## config.mk

```make
export PLATFORM = sky130hd
export DESIGN_NAME = dvp_bayer_tx
export DESIGN_NICKNAME = d
export VERILOG_FILES = /design/src/rtl/dvp_bayer_tx.sv
export SDC_FILE = /design/constraint.sdc
export NUM_CORES = 1
export LEC_CHECK = 0
export ABC_AREA = 0
export BUFFER_PORTS_ARGS = -buffer_cell sky130_fd_sc_hd__clkbuf_2
export CAP_MARGIN = 5
export CORE_UTILIZATION = 45
export CTS_CLUSTER_SIZE = 25
export DETAILED_ROUTE_END_ITERATION = 8
export GPL_TIMING_DRIVEN = 0
export HOLD_SLACK_MARGIN = 0.05
export SLEW_MARGIN = 20
export SYNTH_ARGS = -nofsm -noshare
export SYNTH_HDL_FRONTEND = slang
export SYNTH_SLANG_ARGS = --single-unit
```

## constraint.sdc

```tcl
create_clock -name clk -period 4.6 [get_ports clk]
set_input_delay 0.92 -clock clk [delete_from_list [all_inputs] [get_ports clk]]
set_output_delay 0.92 -clock clk [all_outputs]
set_load 0.02 [all_outputs]
```

## src/rtl/dvp_bayer_tx.sv

```systemverilog
// DVP raw-Bayer (BGGR) test-pattern transmitter.
// Generates vsync / HREF framing and one of four 8-bit test patterns,
// one pixel per clock, with every output registered.
module dvp_bayer_tx #(
  parameter int VIDEO_WIDTH      = 1280,
  parameter int VIDEO_HEIGHT     = 720,
  parameter int VIDEO_DATA_WIDTH = 8,
  parameter int H_BLANK          = 64,
  parameter int VSYNC_LINES      = 4,
  parameter int V_BACK           = 16,
  parameter int V_FRONT          = 4
) (
  input  logic                        clk,
  input  logic                        rst,
  input  logic                        enable,
  input  logic [1:0]                  pattern_sel,
  output logic [VIDEO_DATA_WIDTH-1:0] out_data,
  output logic                        out_vsync,
  output logic                        out_hsync,
  output logic                        out_frame_done
);

  localparam int LP    = VIDEO_WIDTH + H_BLANK;
  localparam int XW    = $clog2(LP);
  localparam int YW    = 16;
  localparam int BAR_W = VIDEO_WIDTH / 8;

  localparam logic [2:0] S_IDLE   = 3'd0;
  localparam logic [2:0] S_VSYNC  = 3'd1;
  localparam logic [2:0] S_VBACK  = 3'd2;
  localparam logic [2:0] S_ACTIVE = 3'd3;
  localparam logic [2:0] S_VFRONT = 3'd4;

  logic [2:0]    state;
  logic [2:0]    state_nxt;
  logic [XW-1:0] x;
  logic [YW-1:0] y;
  logic [7:0]    f;
  logic [1:0]    pat;
  logic [YW-1:0] state_lines;
  logic          line_end;
  logic          last_line;
  logic          frame_end;
  logic          href_p0;
  logic [2:0]    bar_p0;
  logic [7:0]    pix_p0;

  // Colour bar RGB presence, bars ordered white..black: {R, G, B}
  function automatic logic [2:0] bar_rgb(input logic [2:0] b);
    case (b)
      3'd0:    bar_rgb = 3'b111;
      3'd1:    bar_rgb = 3'b110;
      3'd2:    bar_rgb = 3'b011;
      3'd3:    bar_rgb = 3'b010;
      3'd4:    bar_rgb = 3'b101;
      3'd5:    bar_rgb = 3'b100;
      3'd6:    bar_rgb = 3'b001;
      default: bar_rgb = 3'b000;
    endcase
  endfunction

  assign line_end  = (x == XW'(LP - 1));
  assign last_line = (y == state_lines - YW'(1));
  assign frame_end = (state == S_VFRONT) && line_end && last_line;
  assign href_p0   = (state == S_ACTIVE) && (x < XW'(VIDEO_WIDTH));
  assign bar_p0    = 3'(x / XW'(BAR_W));

  // Number of line periods spent in the current state
  always_comb begin
    state_lines = YW'(1);
    case (state)
      S_VSYNC:  state_lines = YW'(VSYNC_LINES);
      S_VBACK:  state_lines = YW'(V_BACK);
      S_ACTIVE: state_lines = YW'(VIDEO_HEIGHT);
      S_VFRONT: state_lines = YW'(V_FRONT);
      default:  state_lines = YW'(1);
    endcase
  end

  // Frame sequencing; vertical states advance only at the end of their last line
  always_comb begin
    state_nxt = state;
    case (state)
      S_IDLE:   if (enable) state_nxt = S_VSYNC;
      S_VSYNC:  if (line_end && last_line) state_nxt = S_VBACK;
      S_VBACK:  if (line_end && last_line) state_nxt = S_ACTIVE;
      S_ACTIVE: if (line_end && last_line) state_nxt = S_VFRONT;
      S_VFRONT: if (line_end && last_line) state_nxt = enable ? S_VSYNC : S_IDLE;
      default:  state_nxt = S_IDLE;
    endcase
  end

  // Pattern pixel for the current (x, y); y is the active row inside ACTIVE
  always_comb begin
    pix_p0 = 8'h00;
    case (pat)
      2'd0: begin
        if (!y[0] && !x[0])     pix_p0 = bar_rgb(bar_p0)[0] ? 8'hFF : 8'h00;
        else if (y[0] && x[0])  pix_p0 = bar_rgb(bar_p0)[2] ? 8'hFF : 8'h00;
        else                    pix_p0 = bar_rgb(bar_p0)[1] ? 8'hFF : 8'h00;
      end
      2'd1:    pix_p0 = 8'(x);
      2'd2:    pix_p0 = 8'(x) + 8'(y) + f;
      default: pix_p0 = 8'h80;
    endcase
  end

  // State, counters, frame counter and per-frame pattern capture
  always_ff @(posedge clk) begin
    if (!rst) begin
      state <= S_IDLE;
      x     <= '0;
      y     <= '0;
      f     <= '0;
      pat   <= '0;
    end else begin
      state <= state_nxt;
      if (state_nxt != state) begin
        x <= '0;
        y <= '0;
      end else if (state != S_IDLE) begin
        if (line_end) begin
          x <= '0;
          y <= y + YW'(1);
        end else begin
          x <= x + XW'(1);
        end
      end
      if (state_nxt == S_VSYNC && state != S_VSYNC) pat <= pattern_sel;
      if (frame_end) f <= f + 8'd1;
    end
  end

  // ---- stage p0 -> output registers ----
  // Registered DVP outputs, one clock behind the state they describe
  always_ff @(posedge clk) begin
    if (!rst) begin
      out_data       <= '0;
      out_vsync      <= 1'b0;
      out_hsync      <= 1'b0;
      out_frame_done <= 1'b0;
    end else begin
      out_data       <= href_p0 ? VIDEO_DATA_WIDTH'(pix_p0) : '0;
      out_vsync      <= (state == S_VSYNC);
      out_hsync      <= href_p0;
      out_frame_done <= frame_end;
    end
  end

endmodule

```

==> results.toml <==
[global_routing]
grt_pass1_wl_um = 12300
grt_pass1_vias = 2529
grt_util_all_layers_pct = 21.2
grt_max_degree = 17
grt-ovfl-total = 0
antenna_found_initial = 0

[sta]
fin_tns_setup_ps = 0
fmax_mhz = 362
tightest_slew_ps = 858
rsz0062_at_grt = "no"
finalClockSkew_ps = 7.06
finalSetupViolCount = 0
finalCriticalPeriod_ps = 2760
hold_viol = 0
drv_slew = 0
fin_crit_sh_pct = 60.0
worst_hold_slack_ps = 515
max-slew-margin-rel_pct = 42.3

[clock_tree]
root_buffer = "clkbuf_8"
cts_hold_buf = 0
cts_tree = "done"
cts_resized = 0
clock_latency_ps = 300
cts_buffer_depth = 2
cts_setup_buffers = 0
cts.sinks = 51
cts_buffers = 5
cts.clk_slew.worst_paths_ps = 100
h-tree-depth = 2

[routing]
firstDrtPassIters = 4
drtIter0Drc = 135
wl_per_cell_um = 14.2
vias = 2634
route.detailed.drc = 0
vias_per_cell = 5.41
totalWireLength_um = 6930
ant_nets = 0

[yosys]
synth-seq-area-share_pct = 32.2
synthArstFlopShare_pct = 0
ys_ff_latch = 51
syn_nets = 394
ys_types = 57
avgSynthCellArea_um2 = 8.59
synth_area_um2 = 3170
yosys_most_used_dff = "dfxtp_1"
synth-edff-count = 0
syn_inst = 369
synth_warnings = 0

[setup_path]
cp_common_cell = "fa_1"
cpMaxStageDelayCell = "dfxtp_1"
cp_max_fo = 9
worstPathCellList = "fa_1, ha_1, fa_1, a211oi_1, o21bai_1, a21oi_1, xnor2_1, nand2_1, a31oi_1"
crit_path_end_kind = "flip-flop"
worstSetupStartpointType = "flip-flop"
ff2ff_path_depth = 9
critPathKind = "flip-flop to flip-flop"
crit_required_ps = 4830
cp_data_arrival_time_ps = 2990
max_stage_delay_ps = 570

[cells_and_area]
nNetsFinal = 415
num_antenna_cells = 0
finalCoreUtilization_pct = 51.4
instances_no_fill = 487
area_delta_synth_final_pct = 10.3
drive_above_1_share_pct = 11.3
final_area_um2 = 3490

[floorplan]
ios = 16
fp.dieW_um = 85.9
die_h_um = 85.9
die_area_um2 = 7380
start_util_pct = 46.6
rows = 30
core_um2 = 6790

[place]
port_buffers = 14
gp_congestion = 0.867
place_area_um2 = 3360
placed_cells = 479
dp_hpwl_um = 5360

[hold_path]
hold_depth = 2
hold_path.class = "flip-flop to flip-flop"

[pwr]
vdd_ir_drop_max_v = 0.000132
leakagePower_nw = 1.39
power_density_nw_per_um2 = 249

[job]
drv_cap = 0

[run_status]
status = "completed"
state kept, by name (all words and copies together) (netlist names):
signal          flops
out_data            8
f                   8
out_vsync           1
pat                 2
out_hsync           1
state               3
out_frame_done      1
y                  16
x                  11
metal layers:
metal	wire (µm)	global-route usage, %	vias to the layer above
met5	0	0	-
met4	118	7.88	0
met3	163	2.69	10
met2	3170	34.8	37
met1	3480	28.5	1226
li1	-	-	1361
worst max-delay path: cells and delay by family, from the launching register on:
| kind | cells | cell delay, ps |
|---|---|---|
| adders and majority gates | 3 | 1160 |
| DFF | 1 | 570 |
| xor gates and xnor gates | 1 | 150 |
| and+or+nand+nor | 1 | 70 |
| AOI/OAI and AO/OA | 4 | 750 |
worst paths after layout:
kind	from	end	slack, ps
setup / recovery	y[1]$_SDFFE_PP0P_	out_data[7]$_SDFF_PN0_	1840
hold reg to reg	y[10]$_SDFFE_PP0P_	y[10]$_SDFFE_PP0P_	510
setup reg to reg	y[1]$_SDFFE_PP0P_	out_data[7]$_SDFF_PN0_	1840
hold / removal	y[10]$_SDFFE_PP0P_	y[10]$_SDFFE_PP0P_	510
synthesized netlist by cell type, types with 7 or more instances:
cell | count | area [µm²]
fa_1 | 8 | 160
and3_1 | 10 | 62.6
clkbuf_1 | 9 | 33.8
xor2_1 | 14 | 123
nor2_1 | 30 | 113
inv_1 | 10 | 37.5
or3_1 | 15 | 93.8
nand2_1 | 33 | 124
nand4_1 | 7 | 43.8
nand3_1 | 11 | 55.1
nor3_1 | 8 | 40.0
xnor2_1 | 13 | 114
dfxtp_1 | 51 | 1020
ha_1 | 12 | 150
o21ai_0 | 23 | 115
a21oi_1 | 24 | 120
logic make-up (layout without fill, tap and decap cells):
logic type,after synthesis,after routing,synth area share (%)
simple gates,152,152,27.1
xor+xnor,27,27,7.46
flops,51,51,32.2
buf+inv,28,50,4.11
compound gates,85,85,17.5
fa+ha+maj,20,20,9.79
mux,6,6,1.90
final cells by class:
cell class                      instances  area (µm²)
Timing Repair Buffer                   14        70.1
Fill cell                             672        3300
Buffer                                 17        88.8
Multi-Input combinational cell        290        2020
Sequential cell                        51        1020
Clock inverter                          3        67.6
Inverter                               11        41.3
Tap cell                               96         120
Clock buffer                            5        68.8
power breakdown:
group / internal [W] / switching, W / total (W) / leakage, nW
Sequential: 0.000444 / 0.00000324 / 0.000448 / 0.411
Clock: 0.000217 / 0.000150 / 0.000367 / 0.0644
Combinational: 0.0000190 / 0.0000359 / 0.0000549 / 0.911
placed cells by master (no fill, tap or decap), drive strengths merged, types with 7 or more instances in the layout:
cell type  instances
ha                12
xor2              14
inv               10
o21ai             23
dfxtp             51
nand3             11
fa                 8
nor3               8
a21oi             25
clkbuf            29
nor2              30
nand2             33
or3               16
buf                7
nand4              9
and3              11
xnor2             13
metrics by stage:
| stage | setup slack [ps] | total power, W |
|---|---|---|
| 3_5_place_dp | 1860 | 0.000513 |
| 5_1_grt | 1660 | 0.000905 |
| 4_1_cts | 1850 | 0.000881 |
| 6_report | 1840 | 0.000869 |
| 2_1_floorplan | 2210 | 0.000499 |
| 3_3_place_gp | 1900 | 0.000513 |
Power figures use the tool's default switching activity.
